==> src/rtl/sprite_line_scanner.sv <==
// rtl/sprite_line_scanner.sv - per-scanline sprite evaluator with double-buffered hit list
module sprite_line_scanner #(
  parameter int OAM_OBJECTS  = 64,
  parameter int OAM_ADDR_W   = 6,
  parameter int MAX_PER_LINE = 32,
  parameter int SPRITE_H     = 16,
  parameter int Y_W          = 10
) (
  input  logic                                   clk,
  input  logic                                   reset,
  input  logic                                   start,
  input  logic [Y_W-1:0]                         line,
  input  logic                                   swap,
  output logic [OAM_ADDR_W-1:0]                  oam_addr,
  output logic                                   oam_rd_en,
  input  logic [31:0]                            oam_data,
  output logic                                   busy,
  output logic                                   done,
  input  logic [$clog2(MAX_PER_LINE)-1:0]        rd_index,
  output logic [OAM_ADDR_W+$clog2(SPRITE_H):0]   rd_entry,
  output logic [$clog2(MAX_PER_LINE):0]          front_count,
  output logic                                   front_overflow,
  output logic                                   swap_miss
);

  localparam int IDX_W = $clog2(MAX_PER_LINE);
  localparam int ROW_W = $clog2(SPRITE_H);
  localparam int REC_W = OAM_ADDR_W + ROW_W;

  localparam logic [1:0] ST_IDLE = 2'd0;
  localparam logic [1:0] ST_SCAN = 2'd1;
  localparam logic [1:0] ST_DONE = 2'd2;

  localparam logic [OAM_ADDR_W-1:0] LAST_ADDR  = OAM_ADDR_W'(OAM_OBJECTS - 1);
  localparam logic [IDX_W:0]        MAX_CNT    = (IDX_W + 1)'(MAX_PER_LINE);
  localparam logic [Y_W-1:0]        SPRITE_H_Y = Y_W'(SPRITE_H);

  logic [1:0]            state;
  logic [Y_W-1:0]        line_q;
  logic                  eval_valid;
  logic [OAM_ADDR_W-1:0] eval_idx;
  logic                  front_sel;

  // Per-bank bookkeeping; entries at or above a bank's count are treated as invalid
  logic [IDX_W:0]        bank_cnt [2];
  logic                  bank_ovf [2];
  logic [REC_W-1:0]      bank_mem [2][MAX_PER_LINE];

  logic                  back_sel;
  logic                  swap_ok;
  logic                  back_next;
  logic [Y_W-1:0]        ypos;
  logic [Y_W-1:0]        diff;
  logic                  hit;
  logic [ROW_W-1:0]      row;
  logic                  bank_full;
  logic                  unused_oam_bits;

  assign back_sel  = ~front_sel;
  // A swap only takes effect outside a scan; start in the same cycle targets the post-swap back bank
  assign swap_ok   = swap && (state != ST_SCAN);
  assign back_next = ~(front_sel ^ swap_ok);

  assign ypos      = Y_W'(oam_data[27:18]);
  // Modular subtraction gives vertical wrap-around for free
  assign diff      = line_q - ypos;
  assign hit       = oam_data[31] && (diff < SPRITE_H_Y);
  // SPRITE_H-1-d equals the bitwise complement of d in ROW_W bits
  assign row       = oam_data[29] ? ~diff[ROW_W-1:0] : diff[ROW_W-1:0];
  assign bank_full = (bank_cnt[back_sel] == MAX_CNT);

  assign unused_oam_bits = ^{oam_data[30], oam_data[28], oam_data[17:0]};

  assign busy           = (state == ST_SCAN);
  assign done           = (state == ST_DONE);
  assign front_count    = bank_cnt[front_sel];
  assign front_overflow = bank_ovf[front_sel];

  // Front-bank read port: indices past the valid count read as zero
  always_comb begin
    rd_entry = '0;
    if ({1'b0, rd_index} < bank_cnt[front_sel]) begin
      rd_entry = {1'b1, bank_mem[front_sel][rd_index]};
    end
  end

  // Scan sequencer: address issue, one-cycle-delayed evaluation, bank fill and swap handling
  always_ff @(posedge clk) begin
    if (!reset) begin
      state       <= ST_IDLE;
      line_q      <= '0;
      oam_addr    <= '0;
      oam_rd_en   <= 1'b0;
      eval_valid  <= 1'b0;
      eval_idx    <= '0;
      front_sel   <= 1'b0;
      bank_cnt[0] <= '0;
      bank_cnt[1] <= '0;
      bank_ovf[0] <= 1'b0;
      bank_ovf[1] <= 1'b0;
      swap_miss   <= 1'b0;
    end else begin
      if (swap_ok) begin
        front_sel <= ~front_sel;
      end

      if (start) begin
        state               <= ST_SCAN;
        line_q              <= line;
        oam_addr            <= '0;
        oam_rd_en           <= 1'b1;
        eval_valid          <= 1'b0;
        bank_cnt[back_next] <= '0;
        bank_ovf[back_next] <= 1'b0;
        swap_miss           <= 1'b0;
      end else if (state == ST_SCAN) begin
        if (oam_rd_en) begin
          eval_valid <= 1'b1;
          eval_idx   <= oam_addr;
          if (oam_addr == LAST_ADDR) begin
            oam_rd_en <= 1'b0;
          end else begin
            oam_addr <= oam_addr + 1'b1;
          end
        end else begin
          eval_valid <= 1'b0;
        end

        if (eval_valid) begin
          if (hit && bank_full) begin
            // List is full: flag overflow and drop whatever read is still in flight
            bank_ovf[back_sel] <= 1'b1;
            state              <= ST_DONE;
            oam_rd_en          <= 1'b0;
            eval_valid         <= 1'b0;
          end else begin
            if (hit) begin
              bank_mem[back_sel][bank_cnt[back_sel][IDX_W-1:0]] <= {eval_idx, row};
              bank_cnt[back_sel] <= bank_cnt[back_sel] + 1'b1;
            end
            if (eval_idx == LAST_ADDR) begin
              state <= ST_DONE;
            end
          end
        end
      end

      if (swap && (state == ST_SCAN)) begin
        swap_miss <= 1'b1;
      end
    end
  end

endmodule

==> config.mk <==
export PLATFORM = sky130hd
export DESIGN_NAME = sprite_line_scanner
export DESIGN_NICKNAME = d
export VERILOG_FILES = /design/src/rtl/sprite_line_scanner.sv
export SDC_FILE = /design/constraint.sdc
export NUM_CORES = 1
export LEC_CHECK = 0
export CORE_ASPECT_RATIO = 0.5
export CORE_MARGIN = 8
export CORE_UTILIZATION = 55
export CTS_BUF_LIST = sky130_fd_sc_hd__clkbuf_4
export CTS_CLUSTER_SIZE = 24
export DETAILED_ROUTE_END_ITERATION = 10
export PLACE_DENSITY = 0.75
export SLEW_MARGIN = 20
export SYNTH_ARGS = -nofsm -noshare
export SYNTH_HDL_FRONTEND = slang
export SYNTH_SLANG_ARGS = --single-unit
==> constraint.sdc <==
create_clock -name clk -period 3.6 [get_ports clk]
set_input_delay 0.54 -clock clk [delete_from_list [all_inputs] [get_ports clk]]
set_output_delay 0.54 -clock clk [all_outputs]
set_load 0.005 [all_outputs]
==> results of run 1 <==
[timing repair]
action | 4_1_cts | 5_1_grt
pin swaps | 7 | 4
resized for setup | 92 | 8
cloned | 4 | 0
setup buffers | 13 | 1
endpoints found under the setup margin | 11 | 11
[state kept, by name, indices dropped and copies added, names as in the netlist, named ones only]
register	flops
bank_ovf	2
oam_addr	6
eval_valid	1
bank_cnt	12
eval_idx	6
swap_miss	1
front_sel	1
bank_mem	640
line_q	10
oam_rd_en	1
state	2
[where the power goes]
group	internal (mW)	switching, mW	leakage, nW
clock network	3.30	2.93	1.17
registers	8.81	0.0220	6.24
logic	0.654	0.849	3.36
total	12.8	3.80	10.8
[stage by stage]
step / hold WS, ps / cells / setup slack (ps) / util
2_1_floorplan: 460 / 1336 / -105 / -
3_3_place_gp: 478 / 2138 / -305 / 0.612
3_5_place_dp: 488 / 2138 / -383 / 0.612
4_1_cts: 234 / 2412 / -448 / 0.662
5_1_grt: 250 / 2414 / -515 / 0.663
6_report: 304 / 2415 / -412 / 0.663
[critical path, stage by stage (launching register included)]
cell and delay, ps:
dfxtp_4 370, buf_12 150, buf_12 160, buf_12 150, mux4_2 540, mux4_2 550, mux2_4 330, o22ai_2 150
nor3_2 80, buf_2 130
[cells in the final DEF (no fill, tap or decap), types with 5 or more instances in the layout]
cell type and instances:
o22ai_2 6, buf_2 12, inv_1 27, dfxtp_2 5
mux2_2 6, nand2_1 33, mux2i_1 24, xor2_1 8
nor3_1 5, mux2_4 9, nand2b_1 9, nor3_2 8
buf_16 6, a21oi_1 16, buf_8 6, buf_12 16
clkinv_1 25, buf_4 143, nand4_1 8, nand3_1 17
nor2_1 122, dfxtp_1 24, clkbuf_4 220, clkdlybuf4s50_1 45
xnor2_1 6, buf_6 5, o21ai_0 7, edfxtp_1 652
bufinv_16 7, ha_1 18, mux4_2 200
[synth_stat cells, types with 3 or more instances]
library cell / instances
edfxtp_1: 652
mux4_2: 200
nor2_1: 123
clkbuf_1: 40
nand2_1: 33
dfxtp_1: 31
mux2i_1: 29
inv_1: 27
ha_1: 18
a21oi_1: 17
buf_2: 17
nand3_1: 17
mux2_2: 15
nor3_1: 13
o22ai_1: 10
xnor2_1: 10
nand2b_1: 9
nand4_1: 8
o21ai_0: 8
xor2_1: 8
buf_1: 7
or3_1: 4
a21o_1: 3
nor2b_1: 3
[layout make-up]
type / count / share of cell area
diodes: 2 / 0.000155
clock buffers: 220 / 0.0511
clock inverters: 38 / 0.0107
inverters: 27 / 0.00313
multi-input cells: 562 / 0.216
flip-flops and latches: 683 / 0.625
well taps: 649 / 0.0251
repair buffers: 234 / 0.0695
[worst paths after layout]
check             startpoint               end  slack, ps
setup / recovery        flop       rd_entry[6]       -410
hold / removal       line[8]         line_q[8]        300
setup reg to reg   line_q[0]  bank_mem[1][185]        250
hold reg to reg    oam_rd_en        eval_valid        500
[routing by layer]
| layer | wire length (um) | up-vias |
|---|---|---|
| met4 | 1260 | 0 |
| met1 | 25400 | 7611 |
| met3 | 7010 | 117 |
| li1 | - | 6233 |
| met2 | 29300 | 878 |
| met5 | 0 | - |
[logic make-up after synthesis]
logic type / Yosys count
multiplexers: 244
adder cells (fa/ha/maj): 19
XOR/XNOR: 18
buffers and inverters: 91
AO/OA/AOI/OAI: 55
flip-flops: 683
AND/OR/NAND/NOR: 226
==> results.json, run 1 <==
{
  "grt_pass1_wl_mm": 94.3,
  "clock_latency_ps": 860,
  "arrival_ps": 3470,
  "grt_start_max_net_pins": 67,
  "fin_nets": 1729,
  "placed_area_mm2": 0.0299,
  "dieArea_mm2": 0.0575,
  "rsz0062_at_grt": "yes",
  "drive_above_1_share": 0.384,
  "drcViolationCount": 0,
  "yosys.area_share.adder": 0.00898,
  "core_mm2": 0.0488,
  "busiest_layer": "met2",
  "crit_type": "flop to primary output",
  "fin_area_mm2": 0.0323,
  "synth-xor-area-share": 0.00578,
  "power_density_mw_per_mm2": 512,
  "grt_use_met1": 0.317,
  "synth-edff-count": 652,
  "synth_warnings": 0,
  "whs_path_depth": 3,
  "seq_area_frac_synth": 0.740,
  "synthesis.area_mm2": 0.0273,
  "max_freq_ghz": 0.249,
  "synth_compound_area_frac": 0.0127,
  "cts.sinks": 683,
  "ys.flop_type": "edfxtp_1",
  "slew-limit-headroom": 0.487,
  "period_share": 1.11,
  "numCtsBuffers": 151,
  "synth_top_family_by_area": "multiplexers",
  "drv_slew": 0,
  "chipWidth_um": 331,
  "violations": "setup timing",
  "floorplan.die.height_um": 174,
  "gr-total-overflow": 0,
  "synth_cells": 1336,
  "routabilityCongestion": 0.845,
  "ys_ff_latch": 683,
  "cap_violations": 0,
  "postRouteAntennaNets": 0,
  "ios": 79,
  "yosys.area_share.simple": 0.0374,
  "ys_top_cells_by_area": "edfxtp_1 72%, mux4_2 17%, dfxtp_1 2.3%, nor2_1 1.7%, mux2i_1 1.1%",
  "cts_tree": "built",
  "setup_ws_ps": -412,
  "drt_iter0_drc": 1855,
  "hold_violations": 0,
  "num_rows": 57,
  "regArea_mm2": 0.0202,
  "cp_max_fo": 8,
  "multiInputGateArea_mm2": 0.00697,
  "power_mw": 16.6,
  "htree_levels": 4,
  "synth_mux_area_frac": 0.182,
  "hpwl_mm": 39.4,
  "cp-end-kind": "primary output",
  "start_util": 0.560,
  "cp.required_ps": 3060,
  "fin_skew_ps": 51.5,
  "setup_viol": 11,
  "async_flop_share": 0,
  "synth_top_area_share": 0.717,
  "root_buffer": "clkbuf_4",
  "met2_usage": 0.334,
  "wl_per_cell_um": 26.1,
  "status": "finished, violations left",
  "dr.pass1.iters": 5,
  "avgSynthCellArea_um2": 20.4,
  "cts.clk_slew.worst_paths_ps": 70,
  "worstMarginPinSlew_ps": 770,
  "p_leak_nw": 10.8,
  "finalSetupTns_ps": -3970,
  "hold_class": "input port to flop",
  "n_fill_cell": 3084,
  "syn-num-nets": 1406,
  "syn_to_final_growth_pct": 18.5,
  "vias": 14800,
  "hold_buffers": 0,
  "cts_buffer_depth": 3,
  "start_kind": "flop",
  "numPortBuffers": 58,
  "ff2ff_path_depth": 13,
  "track_usage": 0.221,
  "synth.largest_area_cell": "edfxtp_1",
  "synth_cell_types": 49,
  "grt_pass1_vias": 15000,
  "vdd_drop_max_uv": 242,
  "use_met3": 0.0652,
  "viasPerCell": 6.14,
  "final.min_clock_period_ps": 4010,
  "wirelength_mm": 63.0,
  "antenna_found_initial": 1
}
Note: power is estimated with default switching activity, not from simulation.
==> run 2: changes to the inputs <==
--- a/config.mk
+++ b/config.mk
@@ -5,7 +5,7 @@
 export SDC_FILE = /design/constraint.sdc
 export NUM_CORES = 1
 export LEC_CHECK = 0
-export CORE_ASPECT_RATIO = 0.5
+export CORE_ASPECT_RATIO = 1.4
 export CORE_MARGIN = 8
 export CORE_UTILIZATION = 55
 export CTS_BUF_LIST = sky130_fd_sc_hd__clkbuf_4
==> run 2 against run 1 <==
  * Clock-buffer cell count shrank 16
  * Critical path depth stayed put
  * Critical path type unchanged
  * Sequential cell count unchanged
  * Power fell by 2.4%
  * The run still ends with setup timing left
  * Largest power group unchanged
==> results.json, run 2 (synthesis results as in run 1) <==
{
  "htree_levels": 4,
  "hpwl_mm": 41.7,
  "start_util": 0.557,
  "dr.pass1.iters": 7,
  "grt_pass1_vias": 15300,
  "wirelength_mm": 64.0,
  "placed_area_mm2": 0.0300,
  "ff2ff_path_depth": 13,
  "cts.clk_slew.worst_paths_ps": 60,
  "placedCellCount": 2131,
  "hold_violations": 0,
  "cp.required_ps": 3060,
  "antenna_found_initial": 3,
  "power_mw": 16.2,
  "cp-end-kind": "primary output",
  "grt_pass1_wl_mm": 94.8,
  "final_common_cell": "edfxtp_1",
  "cts_buffer_depth": 3,
  "postRouteAntennaNets": 0,
  "worstMarginPinSlew_ps": 949,
  "fin_nets": 1744,
  "holdWs_ps": 317,
  "utilization": 0.662,
  "n_fill_cell": 3167,
  "chipWidth_um": 204,
  "violations": "setup timing",
  "slew-limit-headroom": 0.367,
  "numPortBuffers": 58,
  "viasPerCell": 6.07,
  "root_buffer": "clkbuf_4",
  "vias": 14700,
  "pre_cts_slack_ps": -327,
  "instances_no_fill": 2423,
  "crit_type": "flop to primary output",
  "start_kind": "flop",
  "hold_class": "input port to flop",
  "period_share": 1.11,
  "cts.sinks": 683,
  "drv_slew": 0,
  "whs_path_depth": 3,
  "num_rows": 96,
  "floorplan.die.height_um": 280,
  "fin_skew_ps": 58.5,
  "rsz0062_at_grt": "yes",
  "syn_to_final_growth_pct": 18.8,
  "routabilityCongestion": 0.898,
  "setup_viol": 10,
  "cap_violations": 0,
  "ios": 79,
  "arrival_ps": 3460,
  "fin_area_mm2": 0.0324,
  "setup_ws_ps": -395,
  "cp_max_fo": 5,
  "drcViolationCount": 0,
  "p_leak_nw": 10.8,
  "power_density_mw_per_mm2": 498,
  "clock_latency_ps": 880,
  "drive_above_1_share": 0.382,
  "final.min_clock_period_ps": 4000,
  "finalSetupTns_ps": -3430,
  "track_usage": 0.227,
  "core_mm2": 0.0490,
  "largest_reg_flops": 640,
  "status": "finished, violations left",
  "gr-total-overflow": 0,
  "max_freq_ghz": 0.250,
  "mostFrequentLayoutCells": "652 x edfxtp_1, 204 x clkbuf_4, 200 x mux4_2",
  "grt_start_max_net_pins": 66,
  "vdd_drop_max_uv": 542,
  "drt_iter0_drc": 1418,
  "wl_per_cell_um": 26.4,
  "cts_tree": "built",
  "dieArea_mm2": 0.0571,
  "numCtsBuffers": 147
}
## run 2: what timing repair did
| action | in CTS | in global routing |
|---|---|---|
| setup endpoints to repair | 11 | 11 |
| hold buffers | 0 | 0 |
| gates resized for setup | 101 | 16 |
| setup buffers | 26 | 4 |
| pin swaps | 8 | 4 |
| gates cloned | 3 | 1 |
## run 2: power breakdown
| group | switching, mW | internal, mW |
|---|---|---|
| combinational | 0.869 | 0.688 |
| clock | 2.90 | 2.87 |
| sequential | 0.0280 | 8.81 |
## run 2: path summary, 6_finish.rpt
| kind | startpoint | to | slack (ps) |
|---|---|---|---|
| setup / recovery | flop | rd_entry[8] | -400 |
| hold / removal | line[5] | line_q[5] | 320 |
| setup reg to reg | line_q[0] | bank_mem[0][120] | 240 |
| hold reg to reg | line_q[6] | line_q[6] | 510 |
## run 2: routing by layer
| metal | track usage | vias up | part of all wire |
|---|---|---|---|
| met5 | 0 | - | 0 |
| met4 | 0.101 | 0 | 0.039 |
| met3 | 0.0534 | 147 | 0.087 |
| met2 | 0.386 | 764 | 0.52 |
| met1 | 0.273 | 7539 | 0.36 |
| li1 | - | 6268 | - |
## run 2: area by class of cell
class	count	area, um2	share of cell area
antenna	3	7.51	0.000231
clock buffer	204	1530	0.0472
clock inverter	54	335	0.0103
inverter	27	101	0.00312
multi-input combinational	562	6990	0.216
sequential	683	20200	0.623
tap	637	797	0.0246
timing repair buffer	253	2460	0.0759
## run 2: critical path, stage by stage (launching register included)
cell	delay, ps
dfxtp_4	400
buf_12	140
buf_12	130
buf_6	130
mux4_2	540
mux4_2	510
mux2_4	310
o22ai_1	190
nor3_1	80
buf_2	160
==> run 3: changes to the inputs <==
==> constraint.sdc (replaced) <==
create_clock -name clk -period 3.6 [get_ports clk]
set_input_delay 0.72 -clock clk [delete_from_list [all_inputs] [get_ports clk]]
set_output_delay 0.72 -clock clk [all_outputs]
set_load 0.005 [all_outputs]
==> run 3 against run 2 <==
  * The run still ends with setup timing left
  * Critical path depth is the same
  * Routed wire length down 3.2%
  * Combinational power is 3% lower
  * Via count is 2.4% lower
  * Clock skew up 21 ps
  * Global-route usage is 0.67 points lower
  * Sequential cell count unchanged
  * First-iteration DRC count is 10% lower
  * Power decreased by 0.23%
==> results.json, run 3 (synthesis results as in run 1) <==
{
  "status": "finished, violations left",
  "violations": "setup timing",
  "dr.pass1.iters": 6,
  "largest_reg_flops": 640,
  "drt_iter0_drc": 1275,
  "power_density_mw_per_mm2": 490,
  "hpwl_mm": 40.1,
  "htree_levels": 4,
  "syn_to_final_growth_pct": 20.5,
  "final_common_cell": "edfxtp_1",
  "cp-end-kind": "primary output",
  "gr-total-overflow": 0,
  "power_mw": 16.1,
  "grt_pass1_wl_mm": 92.6,
  "holdWs_ps": 468,
  "postRouteAntennaNets": 0,
  "worstMarginPinSlew_ps": 805,
  "vias": 14400,
  "grt_start_max_net_pins": 67,
  "fin_skew_ps": 79.5,
  "grt_pass1_vias": 15000,
  "numPortBuffers": 58,
  "wl_per_cell_um": 25.9,
  "cp.required_ps": 2880,
  "finalSetupTns_ps": -5160,
  "vdd_drop_max_uv": 444,
  "start_kind": "flop",
  "cts.clk_slew.worst_paths_ps": 70,
  "crit_type": "flop to primary output",
  "slowest_stage": "mux4_2",
  "arrival_ps": 3420,
  "numCtsBuffers": 149,
  "final.min_clock_period_ps": 4140,
  "cts_buffer_depth": 3,
  "hold_violations": 0,
  "cts_tree": "built",
  "utilization": 0.671,
  "viasPerCell": 6.00,
  "drive_above_1_share": 0.399,
  "max_freq_ghz": 0.242,
  "core_mm2": 0.0490,
  "rsz0062_at_grt": "yes",
  "cp_max_fo": 8,
  "cts.sinks": 683,
  "root_buffer": "clkbuf_4",
  "pre_cts_slack_ps": -513,
  "p_leak_nw": 10.8,
  "antenna_found_initial": 2,
  "cpPeakStageDelay_ps": 510,
  "num_rows": 96,
  "ios": 79,
  "cap_violations": 0,
  "slew-limit-headroom": 0.463,
  "drcViolationCount": 0,
  "dieArea_mm2": 0.0571,
  "routabilityCongestion": 0.932,
  "setup_ws_ps": -539,
  "mostFrequentLayoutCells": "652 x edfxtp_1, 206 x clkbuf_4, 200 x mux4_2",
  "clock_latency_ps": 890,
  "setup_viol": 11,
  "fin_nets": 1722,
  "hold_class": "input port to flop",
  "period_share": 1.15,
  "drv_slew": 0,
  "start_util": 0.557,
  "floorplan.die.height_um": 280,
  "track_usage": 0.220,
  "worstPathCellList": "buf_12 -> buf_16 -> buf_12 -> mux4_2 -> mux4_2 -> mux2_4 -> o22ai_1 -> nor3_1 -> buf_2",
  "chipWidth_um": 204,
  "wirelength_mm": 62.0
}
==> run 3: cell count changes in the layout (fill, tap and decap cells not counted), sizes merged <==
cell	delta
buf	-25
bufbuf	+2
clkbuf	+1
clkdlybuf4s50	-1
clkinv	-10
clkinvlp	+3
diode	-1
dlymetal6s2s	+1
inv	+2
==> run 3: repair_timing <==
item | CTS | global route
resized for setup | 91 | 15
buffers inserted | 12 | 5
gates cloned | 4 | 0
endpoints found under the setup margin | 11 | 11
pin swaps | 4 | 1
hold buffers | 0 | 0
==> run 3: cell type report <==
type	count	area, um2
flip-flops and latches	683	20200
fillers	3144	16100
clock inverters	49	327
well taps	637	797
inverters	27	101
diodes	2	5.00
multi-input cells	562	7190
clock buffers	206	1550
repair buffers	229	2720
==> run 3: final timing paths <==
kind             start          endpoint  slack [ps]  cells past startpoint
max               flop       rd_entry[0]        -540                      9
min            line[1]         line_q[1]         470                      3
max reg2reg  line_q[0]  bank_mem[1][218]         230                     14
min reg2reg  line_q[3]         line_q[3]         500                      2
==> run 3: worst max-delay path: cells and delay by family, from the launching register on <==
kind	cells	cell delay, ps
AOI/OAI and AO/OA	1	180
buffers and inverters	4	590
DFF	1	390
muxes	3	1320
and+or+nand+nor	1	70
==> run 3: metrics by stage <==
step	instance area, um2	std cells
3_3_place_gp	30600	2120
2_1_floorplan	27500	1336
3_5_place_dp	30600	2120
6_report	32900	2395
5_1_grt	32900	2394
4_1_cts	32800	2390
==> run 3: report_power, final <==
group	internal [mW]	switching, mW
sequential	8.81	0.0292
clock	2.89	2.88
combinational	0.666	0.844
==> run 3: per-layer routing <==
layer | global-route usage | part of all wire | routed length, um
met2 | 0.368 | 0.52 | 32200
met4 | 0.107 | 0.040 | 2480
met5 | 0 | 0 | 0
met3 | 0.0508 | 0.071 | 4400
met1 | 0.268 | 0.37 | 23000
